## config.mk

```make
export PLATFORM = sky130hd
export DESIGN_NAME = tl_xbar_demux
export DESIGN_NICKNAME = d
export VERILOG_FILES = /design/src/rtl/tl_xbar_pkg.sv /design/src/rtl/tl_skid_buf.sv /design/src/rtl/tl_xbar_demux.sv
export SDC_FILE = /design/constraint.sdc
export NUM_CORES = 1
export LEC_CHECK = 0
export CAP_MARGIN = 20
export CORE_MARGIN = 1
export CORE_UTILIZATION = 52
export CTS_CLUSTER_SIZE = 28
export DETAILED_ROUTE_END_ITERATION = 10
export GPL_ROUTABILITY_DRIVEN = 1
export GPL_TIMING_DRIVEN = 0
export PLACE_DENSITY_LB_ADDON = 0.1
export SLEW_MARGIN = 20
export SYNTH_ARGS = -nofsm -noshare
export SYNTH_HDL_FRONTEND = slang
export SYNTH_SLANG_ARGS = --single-unit
```

## constraint.sdc

```tcl
create_clock -name clk -period 8.6 [get_ports clk]
set_input_delay 0.86 -clock clk [delete_from_list [all_inputs] [get_ports clk]]
set_output_delay 0.86 -clock clk [all_outputs]
set_load 0.02 [all_outputs]
```

## src/rtl/tl_xbar_pkg.sv

```systemverilog
// Shared crossbar definitions: beat field offsets, the burst-length helper and
// the demux FSM state type.
package tl_xbar_pkg;

    localparam int TL_ADDR_LSB    = 36;
    localparam int TL_SIZE_LSB    = 68;
    localparam int TL_HASDATA_BIT = 72;
    localparam int MAX_LOG_SIZE   = 12;
    localparam int BEATS_W        = MAX_LOG_SIZE + 1;

    typedef enum logic {
        IDLE,
        BURST
    } demux_state_e;

    // Beats in a message. The size field is clamped to 4 KiB, and a message
    // smaller than one data beat still occupies one beat.
    function automatic logic [BEATS_W-1:0] beats_of(
        input logic [3:0] size,
        input logic       hasdata,
        input int         beat_bytes
    );
        int lg;
        int s;
        lg = 0;
        for (int i = 0; i <= MAX_LOG_SIZE; i++) begin
            if ((1 << i) == beat_bytes) lg = i;
        end
        s = (int'(size) > MAX_LOG_SIZE) ? MAX_LOG_SIZE : int'(size);
        if (!hasdata || s <= lg) return BEATS_W'(1);
        return BEATS_W'(1) << (s - lg);
    endfunction

endpackage

```

## src/rtl/tl_skid_buf.sv

```systemverilog
// Two-entry skid buffer. in_ready_o depends only on the occupancy register, so
// the ready path seen upstream is cut from the downstream ready inputs.
module tl_skid_buf #(
    parameter int DATA_W = 100
) (
    input  logic              clk,
    input  logic              rst,
    input  logic              in_valid_i,
    output logic              in_ready_o,
    input  logic [DATA_W-1:0] in_data_i,
    output logic              out_valid_o,
    input  logic              out_ready_i,
    output logic [DATA_W-1:0] out_data_o
);

    logic [DATA_W-1:0] mem0_q;
    logic [DATA_W-1:0] mem1_q;
    logic              wr_q;
    logic              rd_q;
    logic [1:0]        cnt_q;
    logic [1:0]        cnt_d;
    logic              push;
    logic              pop;

    assign in_ready_o  = (cnt_q != 2'd2);
    assign out_valid_o = (cnt_q != 2'd0);
    assign out_data_o  = rd_q ? mem1_q : mem0_q;
    assign push        = in_valid_i && in_ready_o;
    assign pop         = out_valid_o && out_ready_i;

    always_comb begin
        cnt_d = cnt_q;
        case ({push, pop})
            2'b10:   cnt_d = cnt_q + 2'd1;
            2'b01:   cnt_d = cnt_q - 2'd1;
            default: cnt_d = cnt_q;
        endcase
    end

    always_ff @(posedge clk or posedge rst) begin
        if (rst) begin
            mem0_q <= '0;
            mem1_q <= '0;
            wr_q   <= 1'b0;
            rd_q   <= 1'b0;
            cnt_q  <= 2'd0;
        end else begin
            if (push) begin
                if (wr_q) mem1_q <= in_data_i;
                else      mem0_q <= in_data_i;
                wr_q <= ~wr_q;
            end
            if (pop) rd_q <= ~rd_q;
            cnt_q <= cnt_d;
        end
    end

endmodule

```

## src/rtl/tl_xbar_demux.sv

```systemverilog
// Routes the arbitrated TileLink beat stream to one of N_SINK slave ports,
// holding the route for multi-beat messages. Macro TL_DEMUX_DECERR_EN turns
// out-of-range sink indices into silently dropped messages with error status.
module tl_xbar_demux
    import tl_xbar_pkg::*;
#(
    parameter int N_SINK      = 4,
    parameter int DATA_W      = 100,
    parameter int ADDR_LSB    = TL_ADDR_LSB,
    parameter int SEL_LSB     = 12,
    parameter int SIZE_LSB    = TL_SIZE_LSB,
    parameter int HASDATA_BIT = TL_HASDATA_BIT,
    parameter int BEAT_BYTES  = 8
) (
    input  logic              clk,
    input  logic              rst,
    input  logic              valid_i,
    output logic              ready_o,
    input  logic [DATA_W-1:0] data_i,
    output logic [N_SINK-1:0] valid_o,
    input  logic [N_SINK-1:0] ready_i,
    output logic [DATA_W-1:0] data_o,
    output logic              busy_o
`ifdef TL_DEMUX_DECERR_EN
    ,
    output logic              decerr_o,
    output logic [7:0]        decerr_cnt_o
`endif
);

    localparam int SEL_W = $clog2(N_SINK);

    logic               head_valid;
    logic               head_ready;
    logic [DATA_W-1:0]  head_data;
    logic [SEL_W-1:0]   sel_raw;
    logic [SEL_W-1:0]   dec_sel;
    logic [SEL_W-1:0]   route_sel;
    logic [SEL_W-1:0]   sel_q;
    logic [3:0]         hdr_size;
    logic               hdr_hasdata;
    logic [BEATS_W-1:0] hdr_beats;
    logic [BEATS_W-1:0] rem_q;
    logic               drop;
    logic               pop;
    logic               busy_q;
    demux_state_e       state_q;

    tl_skid_buf #(
        .DATA_W(DATA_W)
    ) u_skid (
        .clk        (clk),
        .rst        (rst),
        .in_valid_i (valid_i),
        .in_ready_o (ready_o),
        .in_data_i  (data_i),
        .out_valid_o(head_valid),
        .out_ready_i(head_ready),
        .out_data_o (head_data)
    );

    // Header fields are only meaningful in IDLE; BURST ignores them.
    assign sel_raw     = head_data[ADDR_LSB + SEL_LSB +: SEL_W];
    assign hdr_size    = head_data[SIZE_LSB +: 4];
    assign hdr_hasdata = head_data[HASDATA_BIT];
    assign hdr_beats   = beats_of(hdr_size, hdr_hasdata, BEAT_BYTES);
    assign dec_sel     = (int'(sel_raw) >= N_SINK) ? SEL_W'(N_SINK - 1) : sel_raw;

`ifdef TL_DEMUX_DECERR_EN
    logic       dec_err;
    logic       drop_q;
    logic       decerr_q;
    logic [7:0] decerr_cnt_q;

    assign dec_err = (int'(sel_raw) >= N_SINK);
    assign drop    = (state_q == IDLE) ? dec_err : drop_q;
`else
    assign drop    = 1'b0;
`endif

    assign route_sel  = (state_q == IDLE) ? dec_sel : sel_q;
    assign head_ready = drop || ready_i[route_sel];
    assign pop        = head_valid && head_ready;
    assign data_o     = head_data;
    assign busy_o     = busy_q;

    always_comb begin
        valid_o = '0;
        if (head_valid && !drop) valid_o[route_sel] = 1'b1;
    end

    always_ff @(posedge clk or posedge rst) begin
        if (rst) begin
            state_q <= IDLE;
            busy_q  <= 1'b0;
            sel_q   <= '0;
            rem_q   <= '0;
`ifdef TL_DEMUX_DECERR_EN
            drop_q  <= 1'b0;
`endif
        end else if (pop) begin
            if (state_q == IDLE) begin
                if (hdr_beats != BEATS_W'(1)) begin
                    state_q <= BURST;
                    busy_q  <= 1'b1;
                    sel_q   <= dec_sel;
                    rem_q   <= hdr_beats - BEATS_W'(1);
`ifdef TL_DEMUX_DECERR_EN
                    drop_q  <= dec_err;
`endif
                end
            end else begin
                rem_q <= rem_q - BEATS_W'(1);
                if (rem_q == BEATS_W'(1)) begin
                    state_q <= IDLE;
                    busy_q  <= 1'b0;
`ifdef TL_DEMUX_DECERR_EN
                    drop_q  <= 1'b0;
`endif
                end
            end
        end
    end

`ifdef TL_DEMUX_DECERR_EN
    // A dropped message is counted once, when its header leaves the buffer.
    always_ff @(posedge clk or posedge rst) begin
        if (rst) begin
            decerr_q     <= 1'b0;
            decerr_cnt_q <= 8'd0;
        end else if (pop && (state_q == IDLE) && dec_err) begin
            decerr_q <= 1'b1;
            if (decerr_cnt_q != 8'hFF) decerr_cnt_q <= decerr_cnt_q + 8'd1;
        end
    end

    assign decerr_o     = decerr_q;
    assign decerr_cnt_o = decerr_cnt_q;
`endif

endmodule

```

== Word level (Yosys, flattened, before mapping) ==
Cells that the tools add are included.

* Register bits after elaboration: 221
* Output and inout port bits: 106
* Word-level logic and storage cells: 61

* $add $sub $neg: 5
* $lt $le $gt $ge: 4
* Equal/unequal tests: 6
* Shifts and indexed selects: 1
* Multiplexer cells: 20
* Bitwise operators: 3
* Reductions and logical operators: 13

{| class="wikitable"
|+ Operator list
! kind !! number
|-
| $mux W100 || 1
|-
| $mux W13 || 4
|-
| $shl A1 B32 Y13 const A || 1
|-
| $sub A13 B1 Y13 const B || 2
|-
| $eq A13 B1 Y1 const B || 1
|-
| $ne A13 B1 Y1 const B || 1
|-
| $mux W1 || 9
|-
| $mux W4 || 2
|-
| $reduce_and A2 Y1 || 3
|-
| $reduce_and A3 Y1 || 2
|-
| $reduce_bool A2 Y1 || 3
|-
| $sub A4 B2 Y5 const B || 1
|-
| $gt A4 B4 Y1 const B || 1
|-
| $le A4 B2 Y1 const B || 1
|-
| $pmux W2 S2 || 1
|-
| $logic_and A1 B1 Y1 || 3
|-
| $lt A2 B3 Y1 const B || 1
|-
| $not A1 Y1 || 3
|-
| $add A2 B1 Y2 const B || 1
|-
| $bmux W1 S2 || 1
|-
| $demux W1 S2 || 1
|-
| $eq A2 B1 Y1 const B || 1
|-
| $eq A2 B2 Y1 const B || 1
|-
| $ge A2 B1 Y1 const B || 1
|-
| other kinds (6) || 6
|}

== Logic depth before layout (Yosys ltp) ==
Gate-level depths: netlist of run 1.

* Depth in word-level cells: 10
* Depth in mapped cells: 16
* Depth with buffers taken out: 14

== By module ==
From an unflattened synthesis of run 1, not the netlist that was laid out.

* Cells, all modules: 761
* Area total of the unflattened synthesis: 11492.3 um^2

{| class="wikitable"
|+ By module, submodules not included
! module !! instances !! cells each !! area an instance (um^2)
|-
| tl_skid_buf || 1 || 551 || 9844.4
|-
| tl_xbar_demux || 1 || 210 || 1647.8
|}

== Least setup slack after synthesis of run 1 ==
No wires, ideal clock.

* Path type: reg2reg
* Start point: register u_skid.rd_q
* End point: register rem_q[5]
* Library setup time: 0.122 ns
* Arrival time: 3.335 ns
* Slack: 5.143 ns
* Stages on the path, launching flop included: 16
* Clock period less this slack: 3.457 ns
* Cell sequence: dfrtp_1 > buf_6 > buf_6 > mux2_4 > a21oi_1 > ha_1 > clkbuf_1 > mux4_2 > nor3_1 > nor2_1 > nor2_2 > ha_1 > nand2b_1 > o41a_4 > buf_6 > a32o_1

* Cells in the longest elaborated chain, start to end: 10
* Elaborated cells between the ends (all ways): 20
* Classes of those cells: 2 x add/sub; 2 x order compare; 1 x eq/ne; 1 x shift; 9 x mux; 5 x reduce/logical

{| class="wikitable"
|+ Ends and longest elaborated chain
! what !! RTL line !! text
|-
| from (decl) || tl_skid_buf.sv:19 || <nowiki>logic rd_q;</nowiki>
|-
| from (signal assigned) || tl_skid_buf.sv:53 || <nowiki>if (pop) rd_q <= ~rd_q;</nowiki>
|-
| $mux W100 * || tl_skid_buf.sv:27 || <nowiki>assign out_data_o = rd_q ? mem1_q : mem0_q;</nowiki>
|-
| named net data_o[71] || tl_xbar_demux.sv:22 || <nowiki>output logic [DATA_W-1:0] data_o,</nowiki>
|-
| $gt A4 B4 Y1 || tl_xbar_pkg.sv:29 || <nowiki>s = (int'(size) > MAX_LOG_SIZE) ? MAX_LOG_SIZE : int'(size);</nowiki>
|-
| $mux W4 * || tl_xbar_pkg.sv:29 ||
|-
| $le A4 B2 Y1 || tl_xbar_pkg.sv:30 || <nowiki>if (!hasdata || s <= lg) return BEATS_W'(1);</nowiki>
|-
| $logic_or A1 B1 Y1 || tl_xbar_pkg.sv:30 ||
|-
| $mux W1 || tl_xbar_pkg.sv:30 ||
|-
| $mux W13 * || tl_xbar_pkg.sv:31 || <nowiki>return BEATS_W'(1) << (s - lg);</nowiki>
|-
| $sub A13 B1 Y13 / $ne A13 B1 Y1 (equally long branches) || tl_xbar_demux.sv:107, tl_xbar_demux.sv:103 ||
|-
| $mux W13 / $reduce_bool A2 Y1 (equally long branches) || n/a ||
|-
| $mux W13 / $reduce_and A2 Y1 (equally long branches) || n/a ||
|-
| to (signal assigned) || tl_xbar_demux.sv:107 || <nowiki>rem_q <= hdr_beats - BEATS_W'(1);</nowiki>
|-
| to (signal assigned) || tl_xbar_demux.sv:113 || <nowiki>rem_q <= rem_q - BEATS_W'(1);</nowiki>
|-
| to (decl) || tl_xbar_demux.sv:43 || <nowiki>logic [BEATS_W-1:0] rem_q;</nowiki>
|}

The timed path passes the listed nets; every way through them passes the cells marked *. The select of a mux whose other input is x is not followed.
A chain may end at the register's enable or synchronous reset.

== Worst setup path after layout of run 1 ==
* Start point: register u_skid.rd_q
* End point: output port data_o[30]

* Cells in the longest elaborated chain, start to end: 1

{| class="wikitable"
|+ Ends and longest elaborated chain
! what !! RTL line
|-
| $mux W100 || tl_skid_buf.sv:27
|-
| to (decl) || tl_xbar_demux.sv:22
|}

No other way between the ends.

==> out/qor.yml, run 1 <==
path_buf_inv: 5
cts_tree: "built"
fin_crit_ns: 4.199
routed_via_density: 5.348
drc: 0
ys_seq_area_share_pct: 53.14
grtUsageTotal_pct: 22.84
drtIter0Drc: 254
drv_cap: 0
nets: 1110
numCtsBuffers: 25
ys.flop_type: "dfrtp_1"
grt_pass1_vias: 7099
cts_root_buffer: "clkbuf_16"
port_buffers: 212
finish.utilization_pct: 70.74
p_int_mw: 4.087
cts_hold_buf: 0
relSlewSlack_pct: 29.82
hold_violations: 0
hpwl_um: 16130
critPathMostFrequentCell: "clkbuf_1"
synthTopCellsByCount: "mux2_2, dfrtp_1, clkbuf_1, nor2_1, nand2_1"
cts_resized: 0
p_leak_nw: 5.686
combPwrFrac_pct: 53.5
synthCells: 756
fmax_mhz: 238.2
pwr-share-seq_pct: 29.0
endpoint_kind: "primary output"
drt_pre_antenna_iters: 4
dieArea_sq_um: 20580
start_util_pct: 53.30
grt-ovfl-total: 0
synth_top_area_share_pct: 53.14
avgSynthCellArea_sq_um: 13.77
worstSetupPathType: "reg -> out"
synthTopCellsByArea: "dfrtp_1, mux2_2, clkbuf_1"
pwr-share-clk_pct: 17.4
vias: 6851
slowest_stage: "clkbuf_1"
grt_pass1_wl_um: 36780
drive_above_1_share_pct: 36.16
synth_cell_type_count: 61
tightest_slew_ns: 1.049
cp_top_family: "buffers and inverters"
areaGrowthSynthToFinish_pct: 32.72
cts_sinks: 221
post-cts-setup-buffers: 0
power.switching_mw: 2.360
synthArstFlopShare_pct: 100.0
fin_crit_sh_pct: 48.82
wl_per_cell_um: 17.95
synth_seq_cells: 221
syn_nets: 869
io_pins: 213
ant_nets: 0
power.share.switching_pct: 36.60
power_density_nw_per_um2: 466.7
required_ns: 7.74
yosysWarnings: 0
clk_pin_slew_ns: 0.06
status: "complete, no violations"
gp_congestion: 0.8553
clk_latency_ns: 0.53
ir_worst_vdd_mv: 0.2900
crit_chain: "buf_6, buf_4, clkbuf_1, clkbuf_1, mux2_2, clkdlybuf4s50_1"
crit_fanout: 10
rsz0062_at_grt: "no"
netlist_area_sq_um: 10410
core.rowCount: 51
antenna_found_initial: 2
start_kind: "flip-flop"
cts_max_level: 1
clockBufferDepth: 3
n_fill_cell: 1429
dieWidth_um: 143.5
clock_skew_ns: 0.01990
coreArea_sq_um: 19530
slew_viol_final: 0
synth_most_common_cell: "mux2_2"
critical_path.max_stage_delay_ns: 0.60
total_power_mw: 6.447
die_h_um: 143.5
synth_top_area_cell: "dfrtp_1"
finalSetupViolCount: 0
totalWireLength_um: 22990
grt_max_degree: 92
cp.arrival_ns: 3.34
hp-class: "reg -> reg"
synth_edf_count: 0
==> cells in the final DEF (no fill, tap or decap), types with 6 or more instances in the layout <==
master	instances
mux2_2	294
dfrtp_1	221
clkdlybuf4s50_1	212
clkbuf_1	38
clkbuf_16	25
nor2_1	23
nand2_1	22
a21oi_1	21
nand3_1	11
nor3_1	11
inv_1	9
o21ai_0	8
clkinv_2	6
ha_1	6
==> state kept, by name, indices dropped and copies added (netlist names) <==
| register | count |
|---|---|
| rem_q | 13 |
| u_skid.rd_q | 1 |
| u_skid.wr_q | 1 |
| state_q | 1 |
| busy_o | 1 |
| u_skid.cnt_q | 2 |
| u_skid.mem1_q | 100 |
| sel_q | 2 |
| u_skid.mem0_q | 100 |
==> power by group through the flow <==
stage	combinational [mW]	clock (mW)	sequential (mW)
after CTS	3.48	1.15	1.87
after detailed placement	3.46	0	1.88
final	3.45	1.12	1.87
after global placement	3.42	0	1.86
after global routing	3.70	1.18	1.94
after floorplan	2.31	0	1.80
==> worst reg2reg max path, delay by kind of cell, from the launching register on <==
family / cells / cell delay (ns)
compound gates: 3 / 0.82
flops: 1 / 0.37
buf+inv: 4 / 0.72
simple gates: 5 / 1.04
fa+ha+maj: 2 / 0.41
mux: 1 / 0.35
==> cell families after synthesis <==
| kind of cell | count (synthesis) | synth area share [%] |
|---|---|---|
| compound gates | 61 | 4.544 |
| xor+xnor | 9 | 0.7573 |
| fa+ha+maj | 6 | 0.7213 |
| buf+inv | 52 | 2.176 |
| flops | 221 | 53.14 |
| mux | 308 | 33.72 |
| simple gates | 99 | 4.941 |
==> area by class of cell <==
class	count	area, sq um	area share, %
diodes	1	2.502	0.01812
plain buffers	40	180.2	1.304
clock buffers	33	705.7	5.109
clock inverters	12	181.4	1.313
inverters	12	53.80	0.3895
multi-input cells	483	4651	33.67
flip-flops and latches	221	5530	40.04
well taps	265	331.6	2.400
repair buffers	214	2177	15.76
==> path summary, 6_finish.rpt <==
kind,end,depth (start not counted),startpoint,slack (ns)
worst max-delay path,data_o[30],6,u_skid.rd_q,4.40
worst min-delay path,sel_q[1],1,sel_q[1],0.50
worst max register to register,rem_q[11],15,u_skid.rd_q,4.76
worst min register to register,sel_q[1],1,sel_q[1],0.50
max in group asynchronous,u_skid.mem1_q[53],3,rst,7.12
min in group asynchronous,u_skid.mem0_q[15],2,rst,0.74
==> per-layer routing <==
layer  routed length [um]  vias up  global-route usage [%]  share of wire [%]
li1                     -     3239                       -                  -
met3                 1750       41                   6.964                7.6
met4                  509        2                   6.775                2.2
met2                10840      191                   37.58                 47
met1                 9877     3378                   28.97                 43
met5                   11        -                       0              0.048
==> per-stage QoR <==
| stage | cell area (sq um) | hold slack (ns) | setup WS, ns | cells | setup TNS (ns) |
|---|---|---|---|---|---|
| after global routing | 13810 | 0.5092 | 4.233 | 1281 | 0 |
| after global placement | 12860 | 0.4736 | -1.294 | 1233 | -282.66 |
| final | 13810 | 0.4987 | 4.401 | 1281 | 0 |
| after CTS | 13810 | 0.4999 | 4.351 | 1280 | 0 |
| after floorplan | 10410 | 0.4635 | 1.691 | 756 | 0 |
| after detailed placement | 12920 | 0.4871 | 4.842 | 1235 | 0 |
No activity file was read; power rests on OpenSTA's default activity.
==> inputs of run 2 (changes only) <==
==> constraint.sdc (replaced) <==
create_clock -name clk -period 4.03 [get_ports clk]
set_input_delay 0.403 -clock clk [delete_from_list [all_inputs] [get_ports clk]]
set_output_delay 0.403 -clock clk [all_outputs]
set_load 0.02 [all_outputs]
==> run 2 against run 1 <==
Core utilization is essentially flat. Non-clock buffer count is 5 higher. Worst hold slack lost 0.26 ns. Routed wire length grew 2.1%. Clock power grew 90%. Largest power group unchanged.
==> out/qor.yml, run 2 (same netlist as run 1, synthesis figures left out) <==
fin_crit_sh_pct: 93.39
slew_viol_final: 0  # unchanged
port_buffers: 212  # unchanged
clockBufferDepth: 3  # unchanged
cts_max_level: 1  # unchanged
reg_top3: "u_skid.mem0_q x100, u_skid.mem1_q x100, rem_q x13"  # unchanged
final_common_cell: "mux2_2"  # unchanged
grt_max_degree: 34  # was 92
hold_ws_ns: 0.2386  # was 0.4987 ns
totalWireLength_um: 23460  # was 22990 um
routed_via_density: 5.368  # was 5.348
finalSetupViolCount: 0  # unchanged
cts_tree: "built"  # unchanged
wl_per_cell_um: 18.30  # was 17.95 um
top_usage_layer: "met2"  # unchanged
clk_pin_slew_ns: 0.06  # about the same
cts_sinks: 221  # unchanged
hpwl_um: 16750  # was 16130 um
cts_root_buffer: "clkbuf_16"  # unchanged
relSlewSlack_pct: 34.81  # was 29.82%
vias: 6882  # was 6851
cp.arrival_ns: 4.16  # was 3.34 ns
grtUsageTotal_pct: 23.27  # was 22.84%
ant_nets: 0  # unchanged
gp_congestion: 0.8270  # was 0.8553
clock_skew_ns: 0.007346  # was 0.01990 ns
tightest_slew_ns: 0.9743  # was 1.049 ns
drt_pre_antenna_iters: 4  # unchanged
fmax_mhz: 265.7
start_util_pct: 53.30  # unchanged
start_kind: "flip-flop"  # unchanged
worst_slack_ns: 0.2664  # was 4.401 ns
layout_common_cells: "mux2_2, dfrtp_1, clkdlybuf4s50_1, clkbuf_1, clkbuf_16"  # unchanged
p_leak_nw: 5.674  # was 5.686 nW
worstSetupPathType: "reg -> reg"  # was reg -> out
status: "complete, no violations"  # unchanged
core.rowCount: 51  # unchanged
drv_cap: 0  # unchanged
ir_worst_vdd_mv: 0.6349  # was 0.2900 mV
required_ns: 4.42  # was 7.74 ns
endpoint_kind: "flip-flop"  # was primary output
hp-class: "in -> async"  # was reg -> reg
antenna_cells: 0  # was 1
grt-ovfl-total: 0  # unchanged
multi_input_area_sq_um: 4651  # unchanged
cts_hold_buf: 0  # unchanged
place_ws_ns: 0.2344  # was 4.842 ns
clk_latency_ns: 0.52  # was 0.53 ns
grt_pass1_vias: 7173  # was 7099
antenna_found_initial: 1  # was 2
use_met2_pct: 37.79  # was 37.58%
dieWidth_um: 143.5  # unchanged
grt_pass1_wl_um: 37260  # was 36780 um
drive_above_1_share_pct: 35.99  # was 36.16%
n_fill_cell: 1413  # was 1429
rsz0062_at_grt: "no"  # unchanged
globalRouteMet3Util_pct: 7.831  # was 6.964%
fin_crit_ns: 3.764
die_h_um: 143.5  # unchanged
crit_fanout: 10  # unchanged
numCtsBuffers: 25  # unchanged
register_area_sq_um: 5530  # unchanged
setup_total_negative_slack_ns: 0  # unchanged
cts_resized: 0  # unchanged
grtUsageMet1_pct: 29.68  # was 28.97%
areaGrowthSynthToFinish_pct: 32.68  # was 32.72%
dieArea_sq_um: 20580  # unchanged
hold_violations: 0  # unchanged
nets: 1115  # was 1110
drc: 0  # unchanged
coreArea_sq_um: 19530  # unchanged
total_power_mw: 13.51  # was 6.447 mW
finish.utilization_pct: 70.72  # was 70.74%
post-cts-setup-buffers: 0  # unchanged
io_pins: 213  # unchanged
drtIter0Drc: 236  # was 254
power_density_nw_per_um2: 978.3  # was 466.7 nW/um^2
run 2: stage by stage:
stage	std cells	instance area, sq um
2_1_floorplan	756	10410
3_3_place_gp	1233	12860
3_5_place_dp	1241	13040
4_1_cts	1283	13810
5_1_grt	1282	13810
6_report	1282	13810
run 2: final cells by class:
class                   instances  share of cell area (%)
plain buffers                  39                   1.278
multi-input cells             483                   33.68
flip-flops and latches        221                   40.05
inverters                      12                  0.3625
clock buffers                  38                   5.319
clock inverters                 4                  0.2718
well taps                     265                   2.401
repair buffers                220                   16.64
run 2: final timing paths:
check | startpoint | endpoint | slack (ns) | cells past startpoint
max | u_skid.rd_q | rem_q[11] | 0.27 | 14
min | rst | u_skid.mem0_q[88] | 0.24 | 2
max reg2reg | u_skid.rd_q | rem_q[11] | 0.27 | 14
min reg2reg | sel_q[1] | sel_q[1] | 0.49 | 1
max in group asynchronous | rst | u_skid.mem0_q[40] | 2.66 | 6
min in group clk | sel_q[1] | sel_q[1] | 0.49 | 1
run 2: worst max-delay path, cell delays in order, from the launching register on:
cell,delay (ns)
dfrtp_1,0.37
buf_6,0.14
buf_6,0.14
mux2_4,0.35
a21oi_1,0.26
ha_1,0.39
nand2_1,0.09
o22a_2,0.27
nor3b_1,0.41
inv_1,0.13
ha_1,0.22
nand2b_1,0.15
o311ai_4,0.17
a211oi_1,0.44
nor3_2,0.09
run 2: where the power goes:
| part | switching (mW) | internal (mW) | total (mW) |
|---|---|---|---|
| sequential | 0.634 | 3.37 | 4.00 |
| combinational | 3.51 | 3.87 | 7.38 |
| clock | 0.873 | 1.25 | 2.13 |
run 2: routing by layer:
metal | part of all wire [%] | vias up
met5 | 0 | -
met4 | 2.0 | 0
met3 | 8.8 | 36
met2 | 46 | 198
met1 | 43 | 3396
li1 | - | 3252
==> inputs of run 3 (changes only) <==
--- a/config.mk
+++ b/config.mk
@@ -8,7 +8,7 @@
 export CAP_MARGIN = 20
 export CORE_MARGIN = 1
 export CORE_UTILIZATION = 52
-export CTS_CLUSTER_SIZE = 28
+export CTS_CLUSTER_SIZE = 30
 export DETAILED_ROUTE_END_ITERATION = 10
 export GPL_ROUTABILITY_DRIVEN = 1
 export GPL_TIMING_DRIVEN = 0
==> results of run 3 <==
The final DEF is identical to that of run 2; final timing and power are the same.
